**config.mk**
```make
export PLATFORM = sky130hd
export DESIGN_NAME = cache_request_sequencer
export DESIGN_NICKNAME = d
export VERILOG_FILES = /design/src/rtl/cache_request_sequencer.sv
export SDC_FILE = /design/constraint.sdc
export NUM_CORES = 1
export LEC_CHECK = 0
export CAP_MARGIN = 25
export CORE_ASPECT_RATIO = 0.6
export CORE_UTILIZATION = 40
export CTS_BUF_LIST = sky130_fd_sc_hd__clkbuf_16
export DETAILED_ROUTE_END_ITERATION = 10
export GPL_ROUTABILITY_DRIVEN = 1
export PLACE_DENSITY_LB_ADDON = 0.25
export SLEW_MARGIN = 15
export SYNTH_ARGS = -nofsm -noshare
export SYNTH_HDL_FRONTEND = slang
export SYNTH_SLANG_ARGS = --single-unit
export TNS_END_PERCENT = 100
```
**constraint.sdc**
```tcl
create_clock -name clk -period 11.7 [get_ports clk]
set_clock_uncertainty 0.15 [all_clocks]
set_input_delay 2.34 -clock clk [delete_from_list [all_inputs] [get_ports clk]]
set_output_delay 2.34 -clock clk [all_outputs]
set_load 0.01 [all_outputs]
```
**src/rtl/cache_request_sequencer.sv**
```systemverilog
// Processor-side request sequencer: queues read/write commands, issues each to the cache
// controller as a one-cycle request, and returns one response per command. Optional: CACHE_REQ_TIMEOUT_EN.
module cache_request_sequencer #(
  parameter int ADDR_WIDTH     = 8,
  parameter int DATA_WIDTH     = 8,
  parameter int CMD_DEPTH      = 4,
  parameter int CNT_WIDTH      = 8,
  parameter int TIMEOUT_CYCLES = 16
) (
  input  logic                  clk,
  input  logic                  reset,
  input  logic                  cmd_valid,
  output logic                  cmd_ready,
  input  logic                  cmd_write,
  input  logic [ADDR_WIDTH-1:0] cmd_addr,
  input  logic [DATA_WIDTH-1:0] cmd_wdata,
  output logic                  read_request,
  output logic                  write_request,
  output logic [ADDR_WIDTH-1:0] address,
  output logic [DATA_WIDTH-1:0] write_data,
  input  logic                  ready,
  input  logic                  hit_signal,
  input  logic                  miss_signal,
  input  logic [DATA_WIDTH-1:0] read_data,
  output logic                  rsp_valid,
  output logic                  rsp_write,
  output logic [ADDR_WIDTH-1:0] rsp_addr,
  output logic [DATA_WIDTH-1:0] rsp_data,
  output logic                  rsp_hit,
  output logic                  rsp_error,
  output logic [CNT_WIDTH-1:0]  hit_count,
  output logic [CNT_WIDTH-1:0]  miss_count,
  output logic                  busy
);

  localparam int PTR_W  = $clog2(CMD_DEPTH);
  localparam int CNT_FW = PTR_W + 1;
  localparam int WAIT_W = $clog2(TIMEOUT_CYCLES + 1);

  typedef struct packed {
    logic                  write;
    logic [ADDR_WIDTH-1:0] addr;
    logic [DATA_WIDTH-1:0] wdata;
  } cmd_t;

  typedef enum logic [1:0] {IDLE, ISSUE, WAIT, RESPOND} state_t;

  state_t                state_q, state_d;
  cmd_t                  mem_q [CMD_DEPTH];
  cmd_t                  mem_d [CMD_DEPTH];
  logic [PTR_W-1:0]      wr_ptr_q, wr_ptr_d, rd_ptr_q, rd_ptr_d;
  logic [CNT_FW-1:0]     count_q, count_d;
  cmd_t                  cmd_q, cmd_d;
  logic                  miss_q, miss_d;
  logic                  rsp_valid_q, rsp_valid_d;
  logic                  rsp_write_q, rsp_write_d;
  logic [ADDR_WIDTH-1:0] rsp_addr_q, rsp_addr_d;
  logic [DATA_WIDTH-1:0] rsp_data_q, rsp_data_d;
  logic                  rsp_hit_q, rsp_hit_d;
  logic [CNT_WIDTH-1:0]  hit_count_q, hit_count_d, miss_count_q, miss_count_d;
  logic                  push, pop, timeout;
  logic                  rsp_err_now;

`ifdef CACHE_REQ_TIMEOUT_EN
  logic [WAIT_W-1:0]     wait_cnt_q, wait_cnt_d;
  logic                  rsp_error_q, rsp_error_d;
  assign timeout     = (state_q == WAIT) && !hit_signal &&
                       (wait_cnt_q == WAIT_W'(TIMEOUT_CYCLES - 1));
  assign rsp_err_now = rsp_error_q;
  assign rsp_error   = rsp_error_q;
`else
  logic [WAIT_W-1:0]     unused_timeout_cfg;
  assign unused_timeout_cfg = WAIT_W'(TIMEOUT_CYCLES);
  assign timeout     = 1'b0;
  assign rsp_err_now = 1'b0;
  assign rsp_error   = 1'b0;
`endif

  assign push = cmd_valid && cmd_ready;
  assign pop  = (state_q == IDLE) && (count_q != '0);

  // State register
  always_ff @(posedge clk or posedge reset) begin
    if (reset) state_q <= IDLE;
    else       state_q <= state_d;
  end

  // Next-state logic
  always_comb begin
    state_d = state_q;
    case (state_q)
      IDLE:    if (count_q != '0) state_d = ISSUE;
      ISSUE:   if (ready) state_d = WAIT;
      WAIT:    if (hit_signal || timeout) state_d = RESPOND;
      RESPOND: state_d = IDLE;
      default: state_d = IDLE;
    endcase
  end

  // Outputs: requests follow ready combinationally so a stalled ISSUE never pulses
  always_comb begin
    read_request  = 1'b0;
    write_request = 1'b0;
    if (state_q == ISSUE && ready) begin
      read_request  = !cmd_q.write;
      write_request = cmd_q.write;
    end
    cmd_ready = (count_q != CNT_FW'(CMD_DEPTH));
    busy      = (state_q != IDLE) || (count_q != '0);
  end

  assign address    = cmd_q.addr;
  assign write_data = cmd_q.wdata;
  assign rsp_valid  = rsp_valid_q;
  assign rsp_write  = rsp_write_q;
  assign rsp_addr   = rsp_addr_q;
  assign rsp_data   = rsp_data_q;
  assign rsp_hit    = rsp_hit_q;
  assign hit_count  = hit_count_q;
  assign miss_count = miss_count_q;

  // Datapath: FIFO, command register, response capture, statistics
  always_comb begin
    mem_d        = mem_q;
    wr_ptr_d     = wr_ptr_q;
    rd_ptr_d     = rd_ptr_q;
    count_d      = count_q;
    cmd_d        = cmd_q;
    miss_d       = miss_q;
    rsp_valid_d  = 1'b0;
    rsp_write_d  = rsp_write_q;
    rsp_addr_d   = rsp_addr_q;
    rsp_data_d   = rsp_data_q;
    rsp_hit_d    = rsp_hit_q;
    hit_count_d  = hit_count_q;
    miss_count_d = miss_count_q;
`ifdef CACHE_REQ_TIMEOUT_EN
    wait_cnt_d   = wait_cnt_q;
    rsp_error_d  = rsp_error_q;
`endif

    if (push) begin
      mem_d[wr_ptr_q] = '{write: cmd_write, addr: cmd_addr, wdata: cmd_wdata};
      wr_ptr_d        = wr_ptr_q + PTR_W'(1);
    end
    if (pop) begin
      cmd_d    = mem_q[rd_ptr_q];
      rd_ptr_d = rd_ptr_q + PTR_W'(1);
      miss_d   = 1'b0;
    end
    case ({push, pop})
      2'b10:   count_d = count_q + CNT_FW'(1);
      2'b01:   count_d = count_q - CNT_FW'(1);
      default: count_d = count_q;
    endcase

    case (state_q)
`ifdef CACHE_REQ_TIMEOUT_EN
      ISSUE: if (ready) wait_cnt_d = '0;
`endif
      WAIT: begin
        if (miss_signal) miss_d = 1'b1;
`ifdef CACHE_REQ_TIMEOUT_EN
        wait_cnt_d = wait_cnt_q + WAIT_W'(1);
`endif
        if (hit_signal) begin
          rsp_valid_d = 1'b1;
          rsp_write_d = cmd_q.write;
          rsp_addr_d  = cmd_q.addr;
          rsp_data_d  = cmd_q.write ? '0 : read_data;
          // A miss arriving alongside the completion still counts as a miss
          rsp_hit_d   = !(miss_q || miss_signal);
`ifdef CACHE_REQ_TIMEOUT_EN
          rsp_error_d = 1'b0;
`endif
        end else if (timeout) begin
          rsp_valid_d = 1'b1;
          rsp_write_d = cmd_q.write;
          rsp_addr_d  = cmd_q.addr;
          rsp_data_d  = '0;
          rsp_hit_d   = 1'b0;
`ifdef CACHE_REQ_TIMEOUT_EN
          rsp_error_d = 1'b1;
`endif
        end
      end
      RESPOND: begin
        if (!rsp_err_now) begin
          if (rsp_hit_q) begin
            if (hit_count_q != '1) hit_count_d = hit_count_q + CNT_WIDTH'(1);
          end else begin
            if (miss_count_q != '1) miss_count_d = miss_count_q + CNT_WIDTH'(1);
          end
        end
      end
      default: ;
    endcase
  end

  always_ff @(posedge clk or posedge reset) begin
    if (reset) begin
      for (int i = 0; i < CMD_DEPTH; i++) mem_q[i] <= '0;
      wr_ptr_q     <= '0;
      rd_ptr_q     <= '0;
      count_q      <= '0;
      cmd_q        <= '0;
      miss_q       <= 1'b0;
      rsp_valid_q  <= 1'b0;
      rsp_write_q  <= 1'b0;
      rsp_addr_q   <= '0;
      rsp_data_q   <= '0;
      rsp_hit_q    <= 1'b0;
      hit_count_q  <= '0;
      miss_count_q <= '0;
`ifdef CACHE_REQ_TIMEOUT_EN
      wait_cnt_q   <= '0;
      rsp_error_q  <= 1'b0;
`endif
    end else begin
      mem_q        <= mem_d;
      wr_ptr_q     <= wr_ptr_d;
      rd_ptr_q     <= rd_ptr_d;
      count_q      <= count_d;
      cmd_q        <= cmd_d;
      miss_q       <= miss_d;
      rsp_valid_q  <= rsp_valid_d;
      rsp_write_q  <= rsp_write_d;
      rsp_addr_q   <= rsp_addr_d;
      rsp_data_q   <= rsp_data_d;
      rsp_hit_q    <= rsp_hit_d;
      hit_count_q  <= hit_count_d;
      miss_count_q <= miss_count_d;
`ifdef CACHE_REQ_TIMEOUT_EN
      wait_cnt_q   <= wait_cnt_d;
      rsp_error_q  <= rsp_error_d;
`endif
    end
  end

endmodule
```
---- Word-level counts from Yosys, hierarchy flattened ----
Cells that the tools add are included.
storage, ports and cells
  register bits after elaboration ......... 130
  bits in latches ......................... 0
  bits in writable memories ............... 0
  ROM bits ................................ 0
  output and inout port bits .............. 56
  memories kept ........................... 0
cells by class
  add/sub/neg operators ................... 6
  multipliers ............................. 0
  div/mod/pow operators ................... 0
  order comparisons ....................... 3
  equal/unequal tests ..................... 11
  shift operators ......................... 0
  mux-type cells .......................... 19
  bitwise gates (word level) .............. 3
  reduce and logical (&&, ||, !) cells .... 16
operators by type and width
  operator             count
  $bwmux 68            1
  $mux 17              3
  $bmux 17 s2          1
  $demux 17 s2         1
  $add 8x1->8 const B  2
  $ne 8x8->1 const B   2
  $reduce_and 3->1     3
  $mux 8               1
  $pmux 2 s4           1
  $mux 1               7
  $eq 2x2->1 const B   3
  $ge 3x3->1 const B   2
  $mux 2               3
  $not 2->3            2
  $pmux 3 s2           1
  $add 2x1->2 const B  2
  $eq 2x1->1 const B   2
  $logic_and 1x1->1    4
  $ne 2x2->1 const B   2
  $reduce_bool 2->1    2
  $add 3x1->3 const B  1
  $lt 3x1->1 const B   1
  $ne 3x3->1 const B   1
  $reduce_bool 3->1    1
  7 further kinds      9

---- Longest topological paths before layout ----
  word-level depth ........................ 6
  mapped depth ............................ 11
  depth with buffers taken out ............ 10

---- Worst setup path before layout ----
No wires, ideal clock.
  path type ............................... input-to-output
  start ................................... input ready
  end ..................................... output read_request
  data arrival time ....................... 2.537 ns
  setup slack ............................. 6.673 ns
  stages on the path ...................... 2
  path buffers ............................ 0
  cell sequence ........................... nand2_1 nor2_1
on the way
  word-level cells in the longest chain between the ends .. 2
RTL lines
  what               line  source
  from (decl)        21    input logic ready,
  $logic_and 1x1->1  104   if (state_q == ISSUE && ready) begin
  $mux 1             104
  to (decl)          17    output logic read_request,
No other way between the ends.

---- Worst setup path in the final report ----
  start ................................... input ready
  end ..................................... output write_request
on the way
  word-level cells in the longest chain between the ends .. 2
RTL lines
  what               line  source
  $logic_and 1x1->1  104
  $mux 1             104
  to (decl)          18    output logic write_request,
No other way between the ends.

==> impl_metrics.env <==
export IMPL_power_density_mw_per_mm2=288.7
export IMPL_cap_violations=0
export IMPL_maxSlewHeadroom=0.3764
export IMPL_grt_usage=0.1636
export IMPL_cp_cell_sequence="clkdlybuf4s50_1 > and3_1 > clkdlybuf4s50_1"
export IMPL_grt_setup_unrepaired="no"
export IMPL_fp_dieH_um=96.74
export IMPL_syn_nets=453
export IMPL_postCtsSetupRepairBufs=0
export IMPL_layout_setup_ws_ns=5.673
export IMPL_hpwlAfterDp_um=7633
export IMPL_min_period_ns=6.027
export IMPL_leakage_uw=0.003297
export IMPL_critPathMostFrequentCell="clkdlybuf4s50_1"
export IMPL_layout_commonest_cell="dfrtp_1"
export IMPL_drt_vias_per_instance=4.877
export IMPL_clk_latency_ns=0.41
export IMPL_cts_buffers=17
export IMPL_synth_yosys_warnings=0
export IMPL_grt_ovfl_total=0
export IMPL_fmax_mhz=165.9
export IMPL_fin_util=0.5107
export IMPL_worstPathRequired_ns=9.21
export IMPL_min_path_type="flip-flop to flip-flop"
export IMPL_cts_sinks=130
export IMPL_outcome="completed"
export IMPL_grt_pass1_wl_um=19580
export IMPL_finalHoldViolations=0
export IMPL_drtIter0Drc=104
export IMPL_period_share=0.5151
export IMPL_worst_pin_slew_ns=0.9354
export IMPL_slew_viol_final=0
export IMPL_critPathArrivalTime_ns=3.54
export IMPL_ys_types=37
export IMPL_synth_edf_count=0
export IMPL_cp_slowest_cell="clkdlybuf4s50_1"
export IMPL_n_fill_cell=1282
export IMPL_setup_tns_ns=0
export IMPL_ios=87
export IMPL_rows=34
export IMPL_ant_nets=0
export IMPL_netlist_area_mm2=0.005983
export IMPL_clk_pin_slew_ns=0.06
export IMPL_routed_wl_um=11610
export IMPL_core_area_mm2=0.01455
export IMPL_grt_start_max_net_pins=73
export IMPL_yosysSeqAreaShare=0.5437
export IMPL_area_growth_pct=24.17
export IMPL_setup_viol=0
export IMPL_async_flop_share=1.000
export IMPL_layout_drive_gt1_share=0.3180
export IMPL_root_buffer="clkbuf_16"
export IMPL_die_area_mm2=0.01547
export IMPL_dp_slack_ns=5.681
export IMPL_antenna_cells=0
export IMPL_synth_seq_cells=130
export IMPL_dr_pass1_iters=4
export IMPL_cts_tree="built"
export IMPL_antenna_found_initial=1
export IMPL_place_congestion=0.7382
export IMPL_initial_core_util=0.4112
export IMPL_fin_nets=530
export IMPL_final_cell_mix="dfrtp_1 (130), clkdlybuf4s50_1 (85), mux2_2 (60)"
export IMPL_path_class="input port to primary output"
export IMPL_start_kind="input port"
export IMPL_drc=0
export IMPL_ctsResizeCount=0
export IMPL_dieWidth_um=159.9
export IMPL_synth_flop_cell="dfrtp_1"
export IMPL_synthCells=410
export IMPL_htreeDepth=4
export IMPL_clk_path_buf_depth=2
export IMPL_routedWlPerCell_um=16.64
export IMPL_avgSynthCellArea_um2=14.59
export IMPL_via_count=3404
export IMPL_critPathCaptureType="primary output"
export IMPL_first_global_vias=3602
export IMPL_cts_hold_buf=0
export IMPL_max_stage_delay_ns=0.53
export IMPL_vdd_drop_max_uv=127.4
export IMPL_cp_max_fo=3
export IMPL_portBuffers=85
-- worst max-delay path, delay by kind of cell --
| kind | cells | cell delay, ns |
|---|---|---|
| buffers and inverters | 2 | 1.03 |
| and+or+nand+nor | 1 | 0.16 |
-- routing by layer --
layer,part of all wire,GRT usage,wire length [µm]
met3,0.037,0.04288,426
met4,0.0081,0.04982,94
met1,0.50,0.2370,5852
met5,0.0010,0,12
met2,0.45,0.2405,5228
-- flip-flops by register name (all words and copies together), names as in the netlist, 3 cells and up --
| signal | cells |
|---|---|
| rsp_addr | 8 |
| mem_q | 68 |
| write_data | 8 |
| count_q | 3 |
| rsp_data | 8 |
| address | 8 |
| hit_count | 8 |
| miss_count | 8 |
-- Yosys cell counts (7+ instances only) --
master	number	area share
nand4_1	7	0.0073
buf_4	17	0.021
ha_1	11	0.023
inv_1	12	0.0075
nand2_1	24	0.015
mux2_2	60	0.11
mux4_2	17	0.064
nand3_1	7	0.0059
dfrtp_1	130	0.54
xnor2_1	7	0.010
mux2_4	40	0.10
nand2b_1	10	0.010
o21ai_0	12	0.010
-- per-stage QoR --
stage	instances	total power [µW]	hold WS (ns)	instance area, µm²
finish	698	2145	0.3209	7430
global route	698	2285	0.3478	7430
CTS	698	2177	0.3178	7430
detailed placement	666	1688	0.3086	6890
global placement	665	1655	0.2966	6875
floorplan	410	1434	0.2848	5983
-- final timing paths --
kind                            start             to  slack, ns  cells past startpoint
max in group asynchronous       reset      mem_q[13]       7.73                      3
setup / recovery                ready  write_request       5.67                      3
setup reg to reg           state_q[1]     count_q[2]       9.07                     10
hold reg to reg                miss_q        rsp_hit       0.32                      1
hold / removal                 miss_q        rsp_hit       0.32                      1
min in group asynchronous       reset  write_data[5]       2.27                      2
-- final cells by class --
type,count,area (µm²),area share
sequential,130,3253,0.4379
clock inverter,15,113.9,0.01532
tap,198,247.7,0.03334
inverter,13,51.30,0.006905
timing repair buffer,88,880.8,0.1186
clock buffer,17,425.4,0.05726
multi-input combinational,237,2457,0.3308
-- power breakdown --
part | leakage [µW] | switching (µW) | total (µW) | internal, µW
clock network | 0.000242 | 204 | 475 | 271
logic | 0.00147 | 303 | 838 | 535
registers | 0.00158 | 163 | 831 | 669
-- kinds of logic (layout without fill, tap and decap cells) --
kind of cell	Yosys count	in the layout	synth area share
AND/OR/NAND/NOR	71	71	0.06336
XOR/XNOR	11	11	0.01610
multiplexers	117	117	0.2773
AO/OA/AOI/OAI	25	25	0.02698
buffers and inverters	43	133	0.04559
other	1	1	0.0006268
adder cells (fa/ha/maj)	12	12	0.02635
flip-flops	130	130	0.5437
Power figures use the tool's default switching activity.
